### src/rtl/vliw_alu_pkg.sv
// Shared definitions for the VLIW integer lane adders/subtractors.
//  - kpg_t: 2-bit Kill/Propagate/Generate cell encoding
//  - kpg_cell: build a cell from one operand bit pair
//  - kpg_combine: prefix operator (higher cell wins unless it propagates)
//  - LVLS: prefix level count for the default 64-bit lane
package vliw_alu_pkg;

    localparam int DEF_WIDTH = 64;
    localparam int LVLS      = $clog2(DEF_WIDTH);

    typedef logic [1:0] kpg_t;

    localparam kpg_t KPG_K = 2'b00;
    localparam kpg_t KPG_P = 2'b10;
    localparam kpg_t KPG_G = 2'b11;

    function automatic kpg_t kpg_cell(input logic x, input logic y);
        if (x & y) begin
            return KPG_G;
        end else if (x ^ y) begin
            return KPG_P;
        end else begin
            return KPG_K;
        end
    endfunction

    function automatic kpg_t kpg_combine(input kpg_t hi, input kpg_t lo);
        return (hi == KPG_P) ? lo : hi;
    endfunction

endpackage

### src/rtl/kpg_prefix_levels.sv
// Combinational Kogge-Stone KPG prefix levels.
//  kin  : WIDTH KPG cells, index 0 is the least significant position
//  kout : cells after NUM_LVLS levels with spans FIRST_SPAN, 2*FIRST_SPAN, ...
// Cells whose index is below the span of a level pass through unchanged.
module kpg_prefix_levels
    import vliw_alu_pkg::*;
#(
    parameter int WIDTH      = 64,
    parameter int FIRST_SPAN = 1,
    parameter int NUM_LVLS   = 3
) (
    input  kpg_t [WIDTH-1:0] kin,
    output kpg_t [WIDTH-1:0] kout
);

    kpg_t lvl [NUM_LVLS+1][WIDTH];

    genvar l, j;
    generate
        for (j = 0; j < WIDTH; j++) begin : g_in
            assign lvl[0][j] = kin[j];
        end

        for (l = 0; l < NUM_LVLS; l++) begin : g_lvl
            localparam int SPAN = FIRST_SPAN << l;
            for (j = 0; j < WIDTH; j++) begin : g_cell
                if (j >= SPAN) begin : g_comb
                    assign lvl[l+1][j] = kpg_combine(lvl[l][j], lvl[l][j-SPAN]);
                end else begin : g_pass
                    assign lvl[l+1][j] = lvl[l][j];
                end
            end
        end

        for (j = 0; j < WIDTH; j++) begin : g_out
            assign kout[j] = lvl[NUM_LVLS][j];
        end
    endgenerate

endmodule

### src/rtl/prefix_sub_pipe.sv
// Two-stage pipelined KPG prefix subtractor: diff = a - b - bin (mod 2^WIDTH).
// Computed as a + ~b + ~bin. Stage 1 registers the prefix after SPLIT_LEVEL
// levels; stage 2 finishes the prefix, forms diff and flags, and registers them.
//  clk, rst           : clock, asynchronous active-high reset
//  in_valid/in_ready  : operand handshake (a, b, bin)
//  out_valid/out_ready: result handshake (diff, bout, zero, neg, ovf)
//  bout = 1 iff unsigned a < b + bin; ovf = signed overflow of a - b
module prefix_sub_pipe
    import vliw_alu_pkg::*;
#(
    parameter int WIDTH       = 64,
    parameter int SPLIT_LEVEL = 3
) (
    input  logic             clk,
    input  logic             rst,
    input  logic             in_valid,
    output logic             in_ready,
    input  logic [WIDTH-1:0] a,
    input  logic [WIDTH-1:0] b,
    input  logic             bin,
    output logic             out_valid,
    input  logic             out_ready,
    output logic [WIDTH-1:0] diff,
    output logic             bout,
    output logic             zero,
    output logic             neg,
    output logic             ovf
);

    localparam int NLVL    = $clog2(WIDTH);
    localparam int S2_LVLS = NLVL - SPLIT_LEVEL;
    localparam int S2_SPAN = 1 << SPLIT_LEVEL;

    // ---------------- stage 0: cell formation + first prefix levels
    logic [WIDTH-1:0] s0_nb;
    logic             s0_cin;
    kpg_t [WIDTH-1:0] s0_kin;
    kpg_t [WIDTH-1:0] s0_pre;

    assign s0_nb  = ~b;
    assign s0_cin = ~bin;

    // The carry-in is folded into bit 0 so that cell 0 is never P; after the
    // full prefix every cell is then K or G and directly gives its carry-out.
    always_comb begin
        for (int i = 0; i < WIDTH; i++) begin
            s0_kin[i] = kpg_cell(a[i], s0_nb[i]);
        end
        s0_kin[0] = kpg_combine(s0_kin[0], s0_cin ? KPG_G : KPG_K);
    end

    kpg_prefix_levels #(
        .WIDTH      (WIDTH),
        .FIRST_SPAN (1),
        .NUM_LVLS   (SPLIT_LEVEL)
    ) u_lvl_s1 (
        .kin  (s0_kin),
        .kout (s0_pre)
    );

    // ---------------- stage 1 registers
    logic             s1_valid;
    kpg_t [WIDTH-1:0] s1_pre;
    logic [WIDTH-1:0] s1_p;
    logic             s1_cin;
    logic             s1_amsb;
    logic             s1_bmsb;

    // ---------------- stage 2: remaining levels, sum, flags
    kpg_t [WIDTH-1:0] s2_pre;
    logic [WIDTH:0]   s2_carry;
    logic [WIDTH-1:0] s2_diff;
    logic             s2_bout;
    logic             s2_zero;
    logic             s2_neg;
    logic             s2_ovf;

    kpg_prefix_levels #(
        .WIDTH      (WIDTH),
        .FIRST_SPAN (S2_SPAN),
        .NUM_LVLS   (S2_LVLS)
    ) u_lvl_s2 (
        .kin  (s1_pre),
        .kout (s2_pre)
    );

    always_comb begin
        s2_carry[0] = s1_cin;
        for (int i = 0; i < WIDTH; i++) begin
            s2_carry[i+1] = (s2_pre[i] == KPG_G);
        end
    end

    assign s2_diff = s1_p ^ s2_carry[WIDTH-1:0];
    assign s2_bout = ~s2_carry[WIDTH];
    assign s2_zero = (s2_diff == '0);
    assign s2_neg  = s2_diff[WIDTH-1];
    assign s2_ovf  = (s1_amsb != s1_bmsb) && (s2_diff[WIDTH-1] != s1_amsb);

    // ---------------- handshake
    logic s2_valid;
    logic s2_free;
    logic in_fire;
    logic s1_adv;

    assign s2_free  = !s2_valid || out_ready;
    assign in_ready = !s1_valid || s2_free;
    assign in_fire  = in_valid && in_ready;
    assign s1_adv   = s1_valid && s2_free;

    always_ff @(posedge clk or posedge rst) begin
        if (rst) begin
            s1_valid <= 1'b0;
            s1_pre   <= '0;
            s1_p     <= '0;
            s1_cin   <= 1'b0;
            s1_amsb  <= 1'b0;
            s1_bmsb  <= 1'b0;
        end else begin
            if (in_fire) begin
                s1_valid <= 1'b1;
                s1_pre   <= s0_pre;
                s1_p     <= a ^ s0_nb;
                s1_cin   <= s0_cin;
                s1_amsb  <= a[WIDTH-1];
                s1_bmsb  <= b[WIDTH-1];
            end else if (s1_adv) begin
                s1_valid <= 1'b0;
            end
        end
    end

    // Output registers only load when a beat moves into stage 2, so a stalled
    // or drained output keeps its last value.
    always_ff @(posedge clk or posedge rst) begin
        if (rst) begin
            s2_valid <= 1'b0;
            diff     <= '0;
            bout     <= 1'b0;
            zero     <= 1'b0;
            neg      <= 1'b0;
            ovf      <= 1'b0;
        end else if (s2_free) begin
            s2_valid <= s1_valid;
            if (s1_valid) begin
                diff <= s2_diff;
                bout <= s2_bout;
                zero <= s2_zero;
                neg  <= s2_neg;
                ovf  <= s2_ovf;
            end
        end
    end

    assign out_valid = s2_valid;

endmodule

### config.mk
export PLATFORM = sky130hd
export DESIGN_NAME = prefix_sub_pipe
export DESIGN_NICKNAME = d
export VERILOG_FILES = /design/src/rtl/vliw_alu_pkg.sv /design/src/rtl/kpg_prefix_levels.sv /design/src/rtl/prefix_sub_pipe.sv
export SDC_FILE = /design/constraint.sdc
export NUM_CORES = 1
export LEC_CHECK = 0
export BUFFER_PORTS_ARGS = -buffer_cell sky130_fd_sc_hd__buf_2
export CORE_ASPECT_RATIO = 0.5
export CORE_MARGIN = 2
export CORE_UTILIZATION = 40
export CTS_CLUSTER_SIZE = 8
export DETAILED_ROUTE_END_ITERATION = 16
export GPL_TIMING_DRIVEN = 0
export PLACE_DENSITY = 0.57
export SKIP_CTS_REPAIR_TIMING = 1
export SLEW_MARGIN = 30
export SYNTH_ARGS = -nofsm -noshare
export SYNTH_HDL_FRONTEND = slang
export SYNTH_SLANG_ARGS = --single-unit
### constraint.sdc
create_clock -name clk -period 12.35 [get_ports clk]
set_input_delay 3.705 -clock clk [delete_from_list [all_inputs] [get_ports clk]]
set_output_delay 3.705 -clock clk [all_outputs]
set_load 0.01 [all_outputs]
==> impl_metrics.csv, run 1 <==
group,metric,value,unit
die,io_pins,203,
clocking,cts_buffers,38,
clocking,cts-root-buf,"clkbuf_16",
global_routing,track_usage,0.267,
detailed_routing,drc_errors,0,
synth,synth_ff_type,"dfrtp_1",
placement,dpl_cell_area,18000,µm²
die,die_h,146,µm
timing,tightest_slew,1.04,ns
global_routing,antenna_found_initial,3,
placement,post-dp-hpwl,44100,µm
synth,synth_edf_count,0,
pwr,p_per_area,167,nW/µm²
synth,yosysWarnings,0,
pwr,p_sw_frac,0.370,
hold_path,min_path_cells,2,
synth,ys_seq_area_frac,0.408,
synth,async_reset_ff_frac,1.00,
timing,hold_viol,0,
timing,fin_crit_sh,0.643,
placement,port_buffers,202,
hold_path,hold_class,"flip-flop to flip-flop",
setup_path,crit_type,"primary input to output port",
synth,synth_fp_nets,2155,
pwr,seqPwrFrac,0.389,
detailed_routing,wirelength,56100,µm
global_routing,gr-total-overflow,0,
detailed_routing,wl_per_cell,20.9,µm
detailed_routing,ant_nets,0,
global_routing,grt_pass1_vias,14100,
global_routing,grt_pass1_wl,84800,µm
clocking,cts.sinks,264,
setup_path,crit_fanout,4,
cells_and_area,fill_cells,4070,
timing,finalCriticalPeriod,7.94,ns
die,fp.dieArea,42200,µm²
pwr,p_switching,1.18,mW
clocking,cts_buffer_depth,3,
synth,yosysTopAreaCell,"dfrtp_1",
synth,ys_ff_latch,264,
synth,syn-mean-instance-area,8.55,µm²
cells_and_area,nets,2401,
pwr,finalPower,3.18,mW
cells_and_area,multi_input_area,8760,µm²
cells_and_area,layout-drive-gt1-share,0.143,
die,start_util,0.403,
placement,place_congestion,0.898,
die,rows,52,
setup_path,arrival,4.24,ns
synth,ys_top_cells_by_count,"nand2_1, dfrtp_1, o21ai_0",
synth,synthCells,1894,
synth,yosys.area.top_type_share,0.408,
synth,synth_most_common_cell,"nand2_1",
timing,slew_headroom,0.304,
detailed_routing,vias,14500,
synth,syn_area,16200,µm²
die,core,40200,µm²
setup_path,critPathCaptureType,"output port",
timing,final_max_slew_viol_count,0,
pwr,p_leak,9.70,nW
pwr,p_comb_frac,0.313,
timing,max_freq,126,MHz
cells_and_area,seq_area,6610,µm²
clocking,htreeDepth,2,
status,status,"completed",
pwr,ir_worst_vdd,0.0000907,V
timing,setup_viol,0,
setup_path,crit_required,8.64,ns
detailed_routing,first_iter_violations,1143,
setup_path,cp-start-kind,"primary input",
synth,synth_area_leaders,"dfrtp_1, ha_1, nand2_1, o21ai_0, mux2i_1",
cells_and_area,syn2layout_area_growth,17.2,%
detailed_routing,vias_per_cell,5.42,
detailed_routing,first_pass_iters,5,
timing,fin_skew,0.0223,ns
timing,rsz0062_at_grt,"false",
pwr,p_int,2.00,mW
synth,yosysUniqueCellTypes,51,
global_routing,grt_max_degree,71,
pwr,pwr-share-clk,0.297,
setup_path,reg2regPathDepth,9,
clocking,cts_tree,"done",
clocking,path_clk_slew,0.05,ns
cells_and_area,finalInstanceArea,19000,µm²
clocking,clk_latency,0.54,ns
timing,hold_ws,0.468,ns
die,chipWidth,289,µm
run,maxCapViolations,0,
==> worst paths after layout <==
check / from / to / slack [ns]
worst min register to register: diff[40] / diff[40] / 0.47
worst max register to register: s1_pre[34] / zero / 7.56
worst min-delay path: diff[40] / diff[40] / 0.47
min in group asynchronous: rst / diff[36] / 3.16
max in group asynchronous: rst / diff[8] / 7.85
worst max-delay path: out_ready / in_ready / 4.41
==> cells by family after synthesis <==
kind of cell	after synthesis	synth area share
compound gates	426	0.154
xor+xnor	62	0.0335
fa+ha+maj	128	0.0989
buf+inv	221	0.0514
flops	264	0.408
mux	128	0.0831
simple gates	665	0.171
==> state kept, by name, indices dropped and copies added (netlist names) <==
| signal | count |
|---|---|
| bout | 1 |
| diff | 64 |
| out_valid | 1 |
| ovf | 1 |
| s1_amsb | 1 |
| s1_bmsb | 1 |
| s1_cin | 1 |
| s1_p | 64 |
| s1_pre | 128 |
| s1_valid | 1 |
| zero | 1 |
==> critical path, stage by stage <==
cell and delay (ns):
buf_2 0.11, nor2b_1 0.15, nand2_1 0.12, buf_2 0.16
==> cell type report <==
type | instances | area share
multi-input combinational | 1409 | 0.461
timing repair buffer | 206 | 0.0590
buffer | 59 | 0.0120
antenna | 1 | 0.000132
sequential | 264 | 0.348
tap | 540 | 0.0356
clock inverter | 1 | 0.000461
clock buffer | 39 | 0.0514
inverter | 162 | 0.0324
==> metrics by stage <==
step | setup WS [ns] | utilization | TNS, ns | cells
3_5_place_dp | 4.41 | 0.448 | 0 | 2640
5_1_grt | 4.36 | 0.472 | 0 | 2680
2_1_floorplan | 1.38 | - | 0 | 1894
6_report | 4.41 | 0.472 | 0 | 2681
3_3_place_gp | -2.24 | 0.445 | -577.79 | 2636
4_1_cts | 4.41 | 0.472 | 0 | 2680
==> routing by layer <==
| metal | global-route usage | wire length, µm | up-vias | share of wire |
|---|---|---|---|---|
| met5 | 0 | 0 | - | 0 |
| met4 | 0.0564 | 1080 | 0 | 0.019 |
| met3 | 0.0809 | 5720 | 75 | 0.10 |
| met2 | 0.385 | 23200 | 527 | 0.41 |
| met1 | 0.392 | 26000 | 7096 | 0.46 |
| li1 | - | - | 6845 | - |
==> power by group through the flow <==
stage               clock network, mW  registers (mW)  logic [mW]
floorplan                           0            1.25       0.562
global placement                    0            1.24       0.968
detailed placement                  0            1.25       0.984
CTS                             0.951            1.24       0.988
global route                    0.992            1.27        1.09
finish                          0.945            1.24       0.997
==> layout by cell type, fill, tap and decap left out, types with 10 or more instances in the layout <==
master	n
nand2_1	426
dfrtp_1	264
buf_2	202
o21ai_0	185
inv_1	160
ha_1	128
nor2_1	111
a21oi_1	98
mux2i_1	76
mux2_2	52
clkbuf_1	48
clkbuf_16	39
xnor2_1	36
nand3_1	33
nor3_1	28
xor2_1	26
nor2b_1	24
a22o_1	24
a21o_1	19
o21a_1	16
o21ai_1	15
o22ai_1	13
nand2b_1	11
o211ai_1	10
Power figures use the tool's default switching activity.
==> run 2: changes to the inputs <==
- PLACE_DENSITY: 0.57 -> 0.59
- clock period: 12.35 -> 7 ns (I/O delays scaled with it)
==> impl_metrics.csv, run 2 (same netlist as run 1, synthesis figures left out) <==
group,metric,value,unit
setup_path,r2r_start,"s1_pre[34]",
cells_and_area,syn2layout_area_growth,17.8,%
cells_and_area,final_common_cell,"nand2_1",
setup_path,critPathCaptureType,"flip-flop",
cells_and_area,largest-register,"s1_pre",
detailed_routing,wl_per_cell,20.6,µm
pwr,p_per_area,294,nW/µm²
clocking,cts.sinks,264,
timing,hold_ws,0.467,ns
die,rows,52,
setup_path,r2r-end,"zero",
timing,finalCriticalPeriod,5.75,ns
die,core,40200,µm²
die,die_h,146,µm
timing,tightest_slew,0.970,ns
pwr,p_leak,9.73,nW
detailed_routing,first_pass_iters,5,
setup_path,crit_required,7.46,ns
hold_path,hold_class,"flip-flop to flip-flop",
timing,fin_skew,0.0237,ns
placement,port_buffers,202,
detailed_routing,vias,14600,
clocking,cts_buffer_depth,3,
cells_and_area,largest_register_ff_count,128,
timing,fin_tns_setup,0,ns
status,status,"completed",
clocking,clk_latency,0.54,ns
hold_path,min-delay-start,"s1_pre[105]",
hold_path,min_delay_worst_endpoint,"s1_pre[105]",
timing,rsz0062_at_grt,"false",
clocking,cts-root-buf,"clkbuf_16",
timing,hold_viol,0,
clocking,cts_tree,"done",
clocking,htreeDepth,2,
die,io_pins,203,
clocking,path_clk_slew,0.05,ns
detailed_routing,drc_errors,0,
die,chipWidth,289,µm
clocking,cts_buffers,38,
cells_and_area,final_cell_mix,"nand2_1, dfrtp_1, buf_2",
detailed_routing,vias_per_cell,5.42,
die,fp.dieArea,42200,µm²
placement,place_congestion,0.896,
global_routing,grt_max_degree,29,
pwr,ir_worst_vdd,0.000148,V
placement,post-dp-hpwl,43600,µm
global_routing,antenna_found_initial,2,
hold_path,min_path_cells,2,
run,maxCapViolations,0,
detailed_routing,wirelength,55300,µm
cells_and_area,fill_cells,3937,
global_routing,track_usage,0.262,
detailed_routing,ant_nets,0,
die,start_util,0.403,
cells_and_area,nets,2407,
setup_path,arrival,6.21,ns
timing,max_freq,174,MHz
cells_and_area,layout-drive-gt1-share,0.145,
cells_and_area,reg_top3,"s1_pre x128, diff x64, s1_p x64",
timing,setup_viol,0,
setup_path,crit_fanout,2,
setup_path,cp-start-kind,"primary input",
timing,final_max_slew_viol_count,0,
global_routing,grt_pass1_vias,14200,
setup_path,rrSetupSlack,2.08,ns
global_routing,grt_pass1_wl,84200,µm
timing,slew_headroom,0.353,
setup_path,reg2regPathDepth,9,
global_routing,gr-total-overflow,0,
detailed_routing,first_iter_violations,1275,
timing,fin_crit_sh,0.821,
setup_path,crit_type,"primary input to flip-flop",
run 2: cell types whose count changed in the layout (fill, tap and decap cells not counted), sizes merged:
cell and delta:
clkinvlp +1, inv -1, buf +6, diode +1
run 2: where the power goes:
part           internal [mW]  total (mW)  switching [mW]
logic                  0.659        1.76            1.10
registers               1.90        2.18           0.275
clock network          0.975        1.67           0.693
total                   3.54        5.60            2.07
run 2: how the worst max path moves through the flow:
stage | start | end | cells after the start
6_report | out_ready | zero | 10
3_3_place_gp | rst | diff[58] | 2
3_5_place_dp | out_ready | zero | 10
2_1_floorplan | rst | bout | 1
5_1_grt | out_ready | zero | 10
4_1_cts | out_ready | zero | 10
run 2: critical path: stages:
cell and delay [ns]:
buf_2 0.12, nor2b_1 0.07, nor3_1 0.52, o211ai_1 0.37
or4_1 0.59, or4b_1 0.59, or4_1 0.52, or4_1 0.56
or4_1 0.60, o21ai_1 0.15
run 2: cell type report:
class,instances,area [µm²],share of cell area
multi-input combinational,1409,8760,0.459
inverter,162,612,0.0321
sequential,264,6610,0.346
tap,540,676,0.0354
clock buffer,39,976,0.0511
timing repair buffer,212,1220,0.0638
antenna,2,5.00,0.000262
buffer,59,226,0.0119
clock inverter,1,8.76,0.000459
run 2: through the flow:
step	instances	cell area (µm²)	total power, mW	utilization	setup slack (ns)
floorplan	1894	16200	3.19	-	1.42
global placement	2636	17900	3.89	0.445	-0.495
detailed placement	2646	18100	3.93	0.450	0.813
CTS	2686	19100	5.60	0.475	1.35
global route	2686	19100	5.91	0.475	1.10
finish	2688	19100	5.60	0.475	1.25
run 2: routing by layer:
metal,share of wire,track usage,up-vias
met5,0,0,-
met4,0.018,0.0552,0
met3,0.10,0.0892,71
met2,0.42,0.384,535
met1,0.46,0.375,7070
li1,-,-,6882
